### config.mk
export PLATFORM = sky130hd
export DESIGN_NAME = id_stage
export DESIGN_NICKNAME = d
export VERILOG_FILES = /design/src/rtl/id_stage.sv
export SDC_FILE = /design/constraint.sdc
export NUM_CORES = 1
export LEC_CHECK = 0
export BUFFER_PORTS_ARGS = -buffer_cell sky130_fd_sc_hd__buf_2
export CORE_MARGIN = 2
export CORE_UTILIZATION = 35
export CTS_CLUSTER_SIZE = 40
export DETAILED_ROUTE_END_ITERATION = 10
export SETUP_SLACK_MARGIN = 0.4
export SYNTH_ARGS = -nofsm -noshare
export SYNTH_HDL_FRONTEND = slang
export SYNTH_SLANG_ARGS = --single-unit
export TNS_END_PERCENT = 10
### constraint.sdc
create_clock -name clk -period 3.1 [get_ports clk]
set_input_delay 0.31 -clock clk [delete_from_list [all_inputs] [get_ports clk]]
set_output_delay 0.31 -clock clk [all_outputs]
set_load 0.02 [all_outputs]
### src/rtl/id_stage.sv
// -----------------------------------------------------------------------------
// id_stage : registered RV32I instruction-decode stage.
//
// Decodes the incoming instruction and selects ALU operands from the register
// file read data. The resulting bundle is held in an output register, backed by
// one skid entry, with a valid/ready handshake on both sides. It also provides
// pipeline flush, illegal-instruction flagging and a load-use hazard stall.
//
// Ports
//   clk, rst_n               clock, asynchronous active-low reset
//   in_valid_i / in_ready_o  upstream handshake (in_ready_o high iff skid empty)
//   inst_i, inst_addr_i      instruction word and its PC
//   rs1_addr_o, rs2_addr_o   register-file read addresses (combinational)
//   op1_i, op2_i             register-file read data, same cycle
//   flush_i                  discard every held entry
//   out_valid_o / out_ready_i downstream handshake
//   inst_o .. illegal_o      registered decode bundle
//
// Parameters
//   XLEN      data/address width
//   RADDR_W   register address width
//   LOAD_LAT  cycles a dependent instruction is held after a load leaves
//             (0 disables the stall, maximum 7)
// -----------------------------------------------------------------------------
module id_stage #(
  parameter int XLEN     = 32,
  parameter int RADDR_W  = 5,
  parameter int LOAD_LAT = 1
) (
  input  logic               clk,
  input  logic               rst_n,
  input  logic               in_valid_i,
  output logic               in_ready_o,
  input  logic [31:0]        inst_i,
  input  logic [XLEN-1:0]    inst_addr_i,
  output logic [RADDR_W-1:0] rs1_addr_o,
  output logic [RADDR_W-1:0] rs2_addr_o,
  input  logic [XLEN-1:0]    op1_i,
  input  logic [XLEN-1:0]    op2_i,
  input  logic               flush_i,
  output logic               out_valid_o,
  input  logic               out_ready_i,
  output logic [31:0]        inst_o,
  output logic [XLEN-1:0]    inst_addr_o,
  output logic [RADDR_W-1:0] rd_addr_o,
  output logic               wen_o,
  output logic               ram_en_o,
  output logic               ram_rw_o,
  output logic               J_o,
  output logic               flag_t_o,
  output logic [3:0]         oprt_o,
  output logic [XLEN-1:0]    op1_o,
  output logic [XLEN-1:0]    op2_o,
  output logic [XLEN-1:0]    ram_indata_o,
  output logic               illegal_o
);

  localparam logic [6:0] OPC_LUI    = 7'b0110111;
  localparam logic [6:0] OPC_AUIPC  = 7'b0010111;
  localparam logic [6:0] OPC_OP     = 7'b0110011;
  localparam logic [6:0] OPC_OPIMM  = 7'b0010011;
  localparam logic [6:0] OPC_LOAD   = 7'b0000011;
  localparam logic [6:0] OPC_STORE  = 7'b0100011;
  localparam logic [6:0] OPC_BRANCH = 7'b1100011;
  localparam logic [6:0] OPC_JAL    = 7'b1101111;
  localparam logic [6:0] OPC_JALR   = 7'b1100111;

  localparam logic [2:0] LAT_INIT = 3'(LOAD_LAT);

  typedef struct packed {
    logic [31:0]        inst;
    logic [XLEN-1:0]    pc;
    logic [RADDR_W-1:0] rd;
    logic               wen;
    logic               ram_en;
    logic               ram_rw;
    logic               j;
    logic               flag_t;
    logic [3:0]         oprt;
    logic [XLEN-1:0]    op1;
    logic [XLEN-1:0]    op2;
    logic [XLEN-1:0]    indata;
    logic               illegal;
  } bundle_t;

  // A bundle is a load when it accesses memory without writing it; illegal
  // instructions never set ram_en, so only real LOADs qualify.
  function automatic logic is_load(input bundle_t b);
    return b.ram_en && !b.ram_rw;
  endfunction

  // True when a load writing rd feeds a source register the incoming
  // instruction actually reads.
  function automatic logic rd_hits(input logic [RADDR_W-1:0] rd,
                                   input logic               u1,
                                   input logic               u2,
                                   input logic [RADDR_W-1:0] a,
                                   input logic [RADDR_W-1:0] b);
    return (rd != '0) && ((u1 && (rd == a)) || (u2 && (rd == b)));
  endfunction

  // ---------------------------------------------------------------------------
  // Combinational decode
  // ---------------------------------------------------------------------------
  logic [6:0]         opcode;
  logic [2:0]         funct3;
  logic               f7b5;
  logic [RADDR_W-1:0] rs1;
  logic [RADDR_W-1:0] rs2;
  logic [RADDR_W-1:0] rd;
  logic [XLEN-1:0]    imm_i;
  logic [XLEN-1:0]    imm_s;
  logic [XLEN-1:0]    imm_u;
  logic               use_rs1;
  logic               use_rs2;
  bundle_t            dec;

  assign opcode = inst_i[6:0];
  assign funct3 = inst_i[14:12];
  assign f7b5   = inst_i[30];
  assign rs1    = RADDR_W'(inst_i[19:15]);
  assign rs2    = RADDR_W'(inst_i[24:20]);
  assign rd     = RADDR_W'(inst_i[11:7]);

  assign imm_i = XLEN'($signed(inst_i[31:20]));
  assign imm_s = XLEN'($signed({inst_i[31:25], inst_i[11:7]}));
  assign imm_u = XLEN'($signed({inst_i[31:12], 12'b0}));

  assign rs1_addr_o = rs1;
  assign rs2_addr_o = rs2;

  always_comb begin
    dec         = '0;
    dec.inst    = inst_i;
    dec.pc      = inst_addr_i;
    dec.rd      = rd;
    dec.indata  = op2_i;
    use_rs1     = 1'b0;
    use_rs2     = 1'b0;
    unique case (opcode)
      OPC_LUI: begin
        dec.op2 = imm_u;
        dec.wen = 1'b1;
      end
      OPC_AUIPC: begin
        dec.op1 = inst_addr_i;
        dec.op2 = imm_u;
        dec.wen = 1'b1;
      end
      OPC_OP: begin
        dec.op1  = op1_i;
        dec.op2  = op2_i;
        dec.wen  = 1'b1;
        dec.oprt = {f7b5, funct3};
        use_rs1  = 1'b1;
        use_rs2  = 1'b1;
      end
      OPC_OPIMM: begin
        dec.op1  = op1_i;
        dec.op2  = imm_i;
        dec.wen  = 1'b1;
        // Only shift-right immediates use funct7[5] (SRLI vs SRAI); for the
        // rest those bits are immediate data.
        dec.oprt = {(funct3 == 3'b101) && f7b5, funct3};
        use_rs1  = 1'b1;
      end
      OPC_LOAD: begin
        dec.op1    = op1_i;
        dec.op2    = imm_i;
        dec.ram_en = 1'b1;
        dec.wen    = 1'b1;
        use_rs1    = 1'b1;
      end
      OPC_STORE: begin
        dec.op1    = op1_i;
        dec.op2    = imm_s;
        dec.ram_en = 1'b1;
        dec.ram_rw = 1'b1;
        use_rs1    = 1'b1;
        use_rs2    = 1'b1;
      end
      OPC_BRANCH: begin
        dec.op1    = op1_i;
        dec.op2    = op2_i;
        dec.flag_t = 1'b1;
        dec.oprt   = {1'b0, funct3};
        use_rs1    = 1'b1;
        use_rs2    = 1'b1;
      end
      OPC_JAL: begin
        dec.op1 = inst_addr_i;
        dec.op2 = XLEN'(4);
        dec.j   = 1'b1;
        dec.wen = 1'b1;
      end
      OPC_JALR: begin
        // Link address is computed here; the target (rs1 + imm) is resolved
        // downstream from inst_o, so rs1 is still read for hazard purposes.
        dec.op1 = inst_addr_i;
        dec.op2 = XLEN'(4);
        dec.j   = 1'b1;
        dec.wen = 1'b1;
        use_rs1 = 1'b1;
      end
      default: begin
        // Covers inst[1:0] != 2'b11 as well, since every valid opcode ends 11.
        dec.illegal = 1'b1;
      end
    endcase
    if (rd == '0) begin
      dec.wen = 1'b0;
    end
  end

  // ---------------------------------------------------------------------------
  // Output register, skid entry and load-use tracking
  // ---------------------------------------------------------------------------
  bundle_t            out_reg;
  bundle_t            skid_reg;
  logic               out_valid_reg;
  logic               skid_valid_reg;
  logic [2:0]         cnt_reg;
  logic [RADDR_W-1:0] last_rd_reg;
  logic               hazard;
  logic               accept;
  logic               drain;

  always_comb begin
    hazard = 1'b0;
    if (LOAD_LAT != 0) begin
      if (out_valid_reg && is_load(out_reg) &&
          rd_hits(out_reg.rd, use_rs1, use_rs2, rs1, rs2)) begin
        hazard = 1'b1;
      end
      if (skid_valid_reg && is_load(skid_reg) &&
          rd_hits(skid_reg.rd, use_rs1, use_rs2, rs1, rs2)) begin
        hazard = 1'b1;
      end
      if ((cnt_reg != 3'd0) &&
          rd_hits(last_rd_reg, use_rs1, use_rs2, rs1, rs2)) begin
        hazard = 1'b1;
      end
    end
  end

  // in_ready_o stays a pure register output; the stall and flush only gate
  // whether the offered instruction is taken.
  assign in_ready_o = ~skid_valid_reg;
  assign accept     = in_valid_i && in_ready_o && !hazard && !flush_i;
  assign drain      = out_valid_reg && out_ready_i;

  always_ff @(posedge clk or negedge rst_n) begin
    if (!rst_n) begin
      out_reg        <= '0;
      skid_reg       <= '0;
      out_valid_reg  <= 1'b0;
      skid_valid_reg <= 1'b0;
      cnt_reg        <= 3'd0;
      last_rd_reg    <= '0;
    end else if (flush_i) begin
      out_valid_reg  <= 1'b0;
      skid_valid_reg <= 1'b0;
      cnt_reg        <= 3'd0;
    end else begin
      if (drain) begin
        // A full skid blocks accept, so skid refill and direct load of the
        // output register are mutually exclusive here.
        if (skid_valid_reg) begin
          out_reg        <= skid_reg;
          skid_valid_reg <= 1'b0;
        end else if (accept) begin
          out_reg <= dec;
        end else begin
          out_valid_reg <= 1'b0;
        end
      end else if (accept) begin
        if (out_valid_reg) begin
          skid_reg       <= dec;
          skid_valid_reg <= 1'b1;
        end else begin
          out_reg       <= dec;
          out_valid_reg <= 1'b1;
        end
      end

      if (drain && is_load(out_reg)) begin
        cnt_reg     <= LAT_INIT;
        last_rd_reg <= out_reg.rd;
      end else if (cnt_reg != 3'd0) begin
        cnt_reg <= cnt_reg - 3'd1;
      end
    end
  end

  assign out_valid_o  = out_valid_reg;
  assign inst_o       = out_reg.inst;
  assign inst_addr_o  = out_reg.pc;
  assign rd_addr_o    = out_reg.rd;
  assign wen_o        = out_reg.wen;
  assign ram_en_o     = out_reg.ram_en;
  assign ram_rw_o     = out_reg.ram_rw;
  assign J_o          = out_reg.j;
  assign flag_t_o     = out_reg.flag_t;
  assign oprt_o       = out_reg.oprt;
  assign op1_o        = out_reg.op1;
  assign op2_o        = out_reg.op2;
  assign ram_indata_o = out_reg.indata;
  assign illegal_o    = out_reg.illegal;

endmodule

## Word-level counts from Yosys, hierarchy flattened

Index checks and enable logic that the tools add are counted.

- $add $sub $neg: 1
- Eq/ne operators: 19
- Multiplexer cells: 32
- Bitwise logic cells: 3
- Reductions and logical operators: 55

Operators with widths:

| cell | count |
|---|---|
| two-way mux 175 bit | 5 |
| case mux 32 bit (5 select lines) | 1 |
| case mux 32 bit (2 select lines) | 1 |
| equality test 5 bit | 6 |
| logical AND 1 bit | 22 |
| equality test 7 x 6 -> 1 bit, second input constant | 3 |
| equality test 7 bit, second input constant | 3 |
| two-way mux 1 bit | 21 |
| nonzero test 5 bit | 3 |
| equality test 7 x 5 -> 1 bit, second input constant | 2 |
| case mux 4 bit (3 select lines) | 1 |
| nonzero test 3 bit | 4 |
| OR reduction 2 bit | 5 |
| two-way mux 3 bit | 3 |
| OR reduction 9 bit | 1 |
| AND reduction 4 bit | 2 |
| equality test 7 x 2 -> 1 bit, second input constant | 1 |
| OR reduction 7 bit | 1 |
| inequality test 3 bit, second input constant | 2 |
| OR reduction 3 bit | 2 |
| OR reduction 6 bit | 1 |
| logical NOT 5 bit | 1 |
| OR reduction 5 bit | 1 |
| logical NOT 1 bit | 4 |
| other kinds (8) | 14 |

- Register bits after elaboration: 360
- Logic and storage cells: 140

## Longest topological paths before layout

Gate-level depths: netlist of run 1.

- Word-level depth: 17
- Mapped depth: 13

## Worst setup path before layout of run 1

No wires, ideal clock.

- Path type: register to register
- From: register inst_o[8] (netlist name)
- To: register skid_reg[120] (netlist name)
- Data arrival time: 2632 ps
- Path slack: 343 ps
- Stages on the path, launching flop included: 10
- Buffers on the path: 3
- Period minus slack after synthesis: 2757 ps
- Path through: dfrtp_1 > or4_1 > o211a_1 > nand4b_1 > nand4_1 > or4_1 > buf_2 > buf_6 > buf_6 > mux2_4

RTL lines:

| item | line | RTL |
|---|---|---|
| end signal, assigned | 255 | `skid_reg <= '0;` |
| end signal, assigned | 278 | `skid_reg <= dec;` |
| end, declared | 219 | `bundle_t skid_reg;` |

==> results of run 1 <==
[synthesized netlist by cell type (9+ instances only)]
| cell | number | share of area |
|---|---|---|
| a21oi_1 | 21 | 0.0064 |
| nor3_1 | 10 | 0.0031 |
| a22oi_1 | 38 | 0.017 |
| o21ai_0 | 89 | 0.027 |
| mux2_4 | 50 | 0.046 |
| buf_1 | 9 | 0.0021 |
| nor2_1 | 17 | 0.0039 |
| o21ai_1 | 56 | 0.017 |
| buf_4 | 15 | 0.0069 |
| dfrtp_1 | 350 | 0.54 |
| mux2_2 | 215 | 0.15 |
| clkbuf_1 | 68 | 0.016 |
| xor2_1 | 23 | 0.012 |
| nand2_1 | 443 | 0.10 |
| a221oi_1 | 19 | 0.010 |
| buf_2 | 26 | 0.0079 |
[routing by layer]
layer	global-route usage	part of all wire	wire length, um	up-vias
li1	-	-	-	5838
met5	0	0.00043	21	-
met2	0.315	0.47	23200	355
met1	0.259	0.43	21200	6360
met4	0.0705	0.033	1600	4
met3	0.0503	0.068	3340	86
[cell usage in the layout (no fill, tap or decap), types with 3 or more instances in the layout]
cell	instances
buf_6	3
clkbuf_16	48
a221oi_1	19
a21oi_1	18
buf_12	13
nor2_1	17
dfrtp_2	4
nand3_1	4
buf_2	318
xnor2_1	8
xor2_1	23
nand2_1	443
buf_16	6
clkinv_2	6
mux2_1	6
nand2b_1	5
buf_4	25
o31ai_1	4
clkbuf_1	10
dlygate4sd3_1	23
a22oi_1	38
clkbuf_8	11
mux2_4	50
dfrtp_1	346
nand4_1	6
nor2b_1	7
mux2_2	215
inv_1	7
o21ai_1	55
nor3_1	8
o21ai_0	89
a211oi_1	3
[through the flow]
step	power, mW	utilization	hold slack (ps)	instance area, um2	setup slack [ps]
2_1_floorplan	7.22	-	14.4	16400	450
3_3_place_gp	8.04	0.401	365	18600	287
3_5_place_dp	8.12	0.401	369	18600	280
4_1_cts	13.0	0.439	0.131	20400	290
5_1_grt	13.5	0.444	14.1	20600	241
6_report	12.9	0.444	35.2	20600	303
[area by class of cell]
class,instances,area (um2),area share
diodes,2,5.00,0.000243
well taps,607,759,0.0369
repair buffers,395,2640,0.128
clock inverters,10,62.6,0.00304
multi-input cells,1049,7040,0.342
clock buffers,64,1260,0.0615
flip-flops and latches,350,8760,0.426
inverters,7,26.3,0.00128
[power groups by stage]
stage / Combinational, mW / Sequential, mW / Clock (mW)
floorplan: 1.17 / 6.05 / 0
global placement: 2.30 / 5.74 / 0
detailed placement: 2.35 / 5.77 / 0
CTS: 2.45 / 5.69 / 4.89
global route: 2.65 / 5.78 / 5.05
finish: 2.44 / 5.70 / 4.73
[critical path, delay by kind of cell, from the launching register on]
family                 cells  cell delay (ps)
AOI/OAI and AO/OA          1              240
buffers and inverters      2              390
DFF                        1              410
muxes                      1              340
and+or+nand+nor            4             1250
[repair_timing]
action	4_1_cts	5_1_grt
setup endpoints to repair	218	320
buffers inserted	8	4
hold buffers	23	0
hold endpoints to repair	96	0
cloned	4	5
pin swaps	3	2
resized for setup	14	4
[worst max-delay path by stage]
stage / start / end / slack (ps)
floorplan: inst_o[8] / skid_reg[120] / 450
global placement: cnt_reg[0] / op2_o[29] / 290
finish: inst_o[8] / skid_reg[142] / 300
detailed placement: inst_i[4] / op2_o[22] / 280
global route: inst_o[8] / skid_reg[103] / 240
CTS: inst_o[8] / skid_reg[129] / 290
[cell families after synthesis]
| group | after synthesis | synth area share |
|---|---|---|
| adders and majority gates | 2 | 0.00153 |
| buffers and inverters | 133 | 0.0396 |
| AOI/OAI and AO/OA | 240 | 0.0867 |
| muxes | 271 | 0.198 |
| xor gates and xnor gates | 31 | 0.0166 |
| DFF | 350 | 0.535 |
| and+or+nand+nor | 505 | 0.123 |
==> metrics.yaml, run 1 <==
slowest_stage: "or4_1"
clockRootBuffer: "clkbuf_16"
first_iter_violations: 922
start_util: 0.353
hold-path-endpoint: "skid_reg[134]"
die_height_um: 220
path_class: "flip-flop to flip-flop"
critical_path.max_fanout: 33
io_pins: 320
ant_nets: 0
viasPerCell: 5.09
r2r_slack_ps: 300
ys_seq_elements: 350
cp-end-kind: "flip-flop"
dp_hpwl_um: 30900
die_area_mm2: 0.0485
path_cells: "or4_1, o211a_1, nand4b_1, nand4_1, or4_4, buf_12, buf_16, mux2_1"
numCtsBuffers: 41
largest_reg_flops: 170
ir_drop_v: 0.000404
syn-cell-area_mm2: 0.0164
max_freq_mhz: 357
cts_buffer_depth: 3
cp.arrival_ps: 3230
clock_sinks: 350
fp.coreArea_mm2: 0.0464
fin_crit_ps: 2800
dr.pass1.iters: 5
placed_cells: 2364
portBuffers: 319
r2r-end: "skid_reg[142]"
clock_power_share: 0.368
leakage_nw: 10.1
crit_required_ps: 3530
slowest_delay_ps: 530
synth_warnings: 0
antenna_found_initial: 3
syn_avg_cell_area_um2: 10.7
whs_path_depth: 2
track_usage: 0.197
overflow: 0
rsz0062_at_grt: "yes"
r2r_cells: 8
clock_latency_ps: 550
finalCritPeriodShare: 0.902
clk_pin_slew_worst_paths_ps: 60
fin_nets: 1979
htreeDepth: 2
first_global_vias: 12600
avgRoutedWirePerCell_um: 19.9
p_int_mw: 9.24
syn-instance-count: 1532
yosys.cell_types.count: 42
routed_wl_um: 49300
pwr-share-seq: 0.443
area_growth_syn_to_layout_pct: 25.6
tightestPinTransition_ps: 912
p_switching_mw: 3.62
slew_headroom: 0.392
finClkSkew_ps: 20.9
hold_viol_final: 0
cts_tree: "yes"
pwr-share-comb: 0.189
synth_fp_nets: 1667
status: "completed"
synthArstFlopShare: 1.00
synthFlopType: "dfrtp_1"
final-max-slew-violation-count: 0
swShare: 0.282
startpoint_type: "flip-flop"
rows: 79
fin_tns_setup_ps: 0
worstReg2RegStart: "inst_o[8]"
num_vias: 12600
drc: 0
cap_violations: 0
synth-edff-count: 0
die_w_um: 220
ys_seq_area_frac: 0.535
grt_max_degree: 134
layout-drive-gt1-share: 0.385
nFillCells: 4391
place.gp.congestion: 0.819
holdCritStartpoint: "inst_addr_i[23]"
worstHoldPathType: "primary input to flip-flop"
power_density_mw_per_mm2: 625
fin_cells: 2484
grt_pass1_wl_um: 73600
finalSetupViolCount: 0
Power figures use the tool's default switching activity.
==> run 2, diff against run 1 <==
==> constraint.sdc (replaced) <==
create_clock -name clk -period 2.5 [get_ports clk]
set_input_delay 0.25 -clock clk [delete_from_list [all_inputs] [get_ports clk]]
set_output_delay 0.25 -clock clk [all_outputs]
set_load 0.02 [all_outputs]
==> metrics.yaml, run 2 (same netlist as run 1, synthesis figures left out) <==
status: "finished, violations left"
cp-endpoint: "skid_reg[127]"
slowest_stage: "or4_4"
avgRoutedWirePerCell_um: 19.6
clk_pin_slew_worst_paths_ps: 60
overflow: 0
rsz0062_at_grt: "yes"
layout-drive-gt1-share: 0.381
grt_pass1_wl_um: 74500
place.gp.congestion: 0.880
ant_nets: 0
finalCritPeriodShare: 1.09
r2r_cells: 7
dr.pass1.iters: 5
r2r-end: "skid_reg[127]"
fin_crit_ps: 2720
antenna_found_initial: 0
cp-end-kind: "flip-flop"
clock_sinks: 350
finClkSkew_ps: 29.0
cp.arrival_ps: 3160
cts_buffer_depth: 3
worstReg2RegStart: "inst_o[8]"
tightestPinTransition_ps: 755
whs_path_depth: 3
nFillCells: 4311
power_density_mw_per_mm2: 757
num_vias: 13000
grt_max_degree: 155
htreeDepth: 2
area_growth_syn_to_layout_pct: 31.5
ir_drop_v: 0.000569
fin_nets: 2073
clockRootBuffer: "clkbuf_16"
track_usage: 0.199
slowest_delay_ps: 560
first_iter_violations: 808
clock_latency_ps: 570
violations: "setup timing"
rows: 79
post-place-ws_ps: -218
die_w_um: 220
path_cells: "or4_4, o211a_1, nand4_1, nand4_1, or4_4, buf_12, mux2_4"
fp.coreArea_mm2: 0.0464
max_freq_mhz: 368
final-max-slew-violation-count: 0
path_class: "flip-flop to flip-flop"
largest_reg_flops: 170
mostFrequentLayoutCells: "443 x nand2_1, 348 x dfrtp_1, 318 x buf_2"
numCtsBuffers: 42
slew_headroom: 0.496
r2r_slack_ps: -220
finalSetupViolCount: 339
cts_tree: "yes"
setup_slack_ps: -219
cap_violations: 0
hold_viol_final: 0
fin_tns_setup_ps: -51870
io_pins: 320
worstHoldPathType: "primary input to flip-flop"
leakage_nw: 10.5
crit_start: "inst_o[8]"
layout_commonest_cell: "nand2_1"
die_area_mm2: 0.0485
critical_path.max_fanout: 43
routed_wl_um: 50300
die_height_um: 220
first_global_vias: 12900
start_util: 0.353
p_total_mw: 16.3
dp_hpwl_um: 31700
portBuffers: 319
crit_required_ps: 2940
viasPerCell: 5.03
startpoint_type: "flip-flop"
drc: 0
run 2: cell count changes in the layout (fill, tap and decap cells not counted), sizes merged:
| cell | previous run | this run |
|---|---|---|
| diode | 2 | 1 |
| buf | 366 | 395 |
| bufinv | 0 | 2 |
| clkinvlp | 2 | 0 |
| clkbuf | 69 | 71 |
| clkinv | 6 | 3 |
| bufbuf | 1 | 0 |
| dlygate4sd3 | 23 | 86 |
run 2: final cells by class:
type                            instances  area, um2  area share
Multi-Input combinational cell       1049       7070       0.329
Timing Repair Buffer                  488       3550       0.165
Sequential cell                       350       8760       0.407
Clock inverter                          7       96.3     0.00448
Antenna cell                            1       2.50    0.000116
Tap cell                              607        759      0.0353
Clock buffer                           64       1250      0.0583
Inverter                                7       26.3     0.00122
run 2: through the flow:
step	area [um2]	cells	utilization	hold slack, ps
after global routing	21500	2572	0.464	16.5
after global placement	18900	2401	0.409	268
after floorplan	16400	1532	-	-45.6
after CTS	21200	2561	0.458	0.368
final	21500	2573	0.464	25.3
after detailed placement	18900	2401	0.409	255
run 2: worst min path at each step:
| stage | startpoint | endpoint | slack (ps) |
|---|---|---|---|
| floorplan | rst_n | J_o | -50 |
| global placement | rst_n | ram_indata_o[29] | 270 |
| detailed placement | rst_n | ram_indata_o[29] | 250 |
| CTS | op1_i[7] | skid_reg[72] | 0.4 |
| global route | inst_i[9] | skid_reg[152] | 20 |
| finish | op1_i[11] | skid_reg[76] | 30 |
run 2: what timing repair did:
item | CTS | global route
endpoints found under the setup margin | 342 | 342
resized for setup | 4 | 24
buffers inserted | 2 | 4
pin swaps | 1 | 4
endpoints found under the hold margin | 142 | 0
cloned | 1 | 7
hold buffers | 86 | 0
run 2: critical path: cells and delay by family (launching register included):
family | cells | cell delay (ps)
flops | 1 | 400
simple gates | 4 | 1320
mux | 1 | 340
buf+inv | 1 | 240
compound gates | 1 | 240
run 2: power by group:
| group | switching [mW] | internal [mW] | leakage, nW |
|---|---|---|---|
| Combinational | 1.65 | 1.57 | 5.35 |
| Sequential | 0.508 | 6.54 | 4.49 |
| Clock | 2.39 | 3.65 | 0.664 |
| Total | 4.54 | 11.8 | 10.5 |
run 2: metal layers:
layer,part of all wire,up-vias,global-route usage
li1,-,6002,-
met1,0.44,6531,0.262
met2,0.48,352,0.329
met3,0.055,67,0.0362
met4,0.022,0,0.0689
met5,0,-,0
==> run 3, diff against run 2 <==
--- a/config.mk
+++ b/config.mk
@@ -6,10 +6,13 @@
 export NUM_CORES = 1
 export LEC_CHECK = 0
 export BUFFER_PORTS_ARGS = -buffer_cell sky130_fd_sc_hd__buf_2
+export CELL_PAD_IN_SITES_DETAIL_PLACEMENT = 0
+export CELL_PAD_IN_SITES_GLOBAL_PLACEMENT = 1
 export CORE_MARGIN = 2
 export CORE_UTILIZATION = 35
 export CTS_CLUSTER_SIZE = 40
 export DETAILED_ROUTE_END_ITERATION = 10
+export PLACE_DENSITY_LB_ADDON = 0.1
 export SETUP_SLACK_MARGIN = 0.4
 export SYNTH_ARGS = -nofsm -noshare
 export SYNTH_HDL_FRONTEND = slang
==> metrics.yaml, run 3 (same netlist as run 1, synthesis figures left out) <==
status: "finished, violations left"
violations: "setup timing"
crit_required_ps: 2930
path_cells: "or4_4, o211a_1, nand4_1, nand4_1, buf_4, nor3_4, o21ai_4, buf_12, buf_12, buf_12, mux2_2"
first_iter_violations: 682
power_density_mw_per_mm2: 754
slowest_stage: "or4_4"
placed_cells: 2424
fin_util: 0.465
rsz0062_at_grt: "yes"
worstHoldPathType: "primary input to flip-flop"
slowest_delay_ps: 530
dp_hpwl_um: 33900
grt_pass1_wl_um: 75400
track_usage: 0.204
setup_slack_ps: -177
rows: 79
io_pins: 320
cp.arrival_ps: 3110
dr.pass1.iters: 5
finalSetupViolCount: 299
fin_crit_ps: 2680
ir_drop_v: 0.000480
r2r_slack_ps: -180
clockRootBuffer: "clkbuf_16"
htreeDepth: 2
final-max-slew-violation-count: 0
avgRoutedWirePerCell_um: 19.4
cap_violations: 0
antenna_found_initial: 1
path_class: "flip-flop to flip-flop"
largest_reg_flops: 170
routed_wl_um: 50300
grt_max_degree: 108
area_growth_syn_to_layout_pct: 31.7
ant_nets: 0
leakage_nw: 10.5
finalCritPeriodShare: 1.07
crit_top_cell: "buf_12"
die_w_um: 220
regArea_mm2: 0.00876
die_area_mm2: 0.0485
p_total_mw: 16.3
num_vias: 12600
first_global_vias: 12500
nFillCells: 4435
cts_buffer_depth: 3
overflow: 0
clk_pin_slew_worst_paths_ps: 60
slew_headroom: 0.646
fin_nets: 2092
viasPerCell: 4.87
fin_cells: 2589
tightestPinTransition_ps: 531
startpoint_type: "flip-flop"
finClkSkew_ps: 16.2
fp.coreArea_mm2: 0.0464
hold_viol_final: 0
max_freq_mhz: 374
portBuffers: 319
clock_sinks: 350
layout-drive-gt1-share: 0.386
critical_path.max_fanout: 20
start_util: 0.353
drc: 0
cp-end-kind: "flip-flop"
cts_tree: "yes"
clock_latency_ps: 560
numCtsBuffers: 42
antenna_cells: 0
die_height_um: 220
layout_commonest_cell: "nand2_1"
multi_input_area_mm2: 0.00705
fin_tns_setup_ps: -35980
mostFrequentLayoutCells: "443 x nand2_1, 348 x dfrtp_1, 318 x buf_2"
post-place-ws_ps: -191
place.gp.congestion: 0.797
==> run 3: changes by cell type in the layout (fill, tap and decap cells not counted), moves of 3 or more <==
| cell | before | now |
|---|---|---|
| mux2_1 | 3 | 6 |
| o21ai_1 | 61 | 55 |
| buf_12 | 19 | 24 |
| o21ai_0 | 83 | 89 |
| mux2_4 | 54 | 50 |
| buf_4 | 48 | 70 |
| clkbuf_16 | 50 | 45 |
| clkbuf_1 | 11 | 8 |
==> run 3: cell type report <==
class,instances,share of cell area
Tap cell,607,0.0352
Clock buffer,63,0.0590
Sequential cell,350,0.406
Timing Repair Buffer,507,0.168
Clock inverter,6,0.00273
Inverter,7,0.00122
Multi-Input combinational cell,1049,0.327
==> run 3: worst max-delay path, delay by kind of cell (launching register included) <==
kind,cells,cell delay [ps]
AO/OA/AOI/OAI,2,320
buffers and inverters,4,620
multiplexers,1,290
AND/OR/NAND/NOR,4,910
flip-flops,1,400
==> run 3: where the power goes <==
part	leakage, nW	total [mW]	internal [mW]	switching [mW]
Combinational	5.38	3.25	1.60	1.65
Sequential	4.49	7.04	6.54	0.492
Clock	0.660	5.97	3.58	2.39
==> run 3: stage by stage <==
stage | cell area [um2] | hold slack (ps)
2_1_floorplan | 16400 | -45.6
3_3_place_gp | 19200 | 215
3_5_place_dp | 19200 | 212
4_1_cts | 21400 | 0.436
5_1_grt | 21600 | 20.8
6_report | 21600 | 32.6
==> run 3: final timing paths <==
check | start | to | depth (start not counted)
worst max-delay path | inst_o[8] | inst_addr_o[21] | 11
worst min-delay path | inst_i[8] | skid_reg[151] | 2
worst max register to register | inst_o[8] | inst_addr_o[21] | 11
worst min register to register | skid_reg[72] | skid_reg[72] | 2
max in group asynchronous | rst_n | op1_o[26] | 3
min in group asynchronous | rst_n | ram_indata_o[18] | 2
==> run 3: timing repair <==
action | in CTS | in global routing
endpoints found under the hold margin | 132 | 0
setup buffers | 0 | 8
cloned | 0 | 2
endpoints found under the setup margin | 342 | 342
pin swaps | 0 | 1
hold buffers | 86 | 0
gates resized for setup | 3 | 9
==> run 3: metal layers <==
layer / GRT usage / wire (um) / up-vias
li1: - / - / 6056
met1: 0.283 / 23400 / 6214
met2: 0.322 / 23200 / 275
met3: 0.0384 / 2490 / 71
met4: 0.0647 / 1280 / 0
met5: 0 / 0 / -
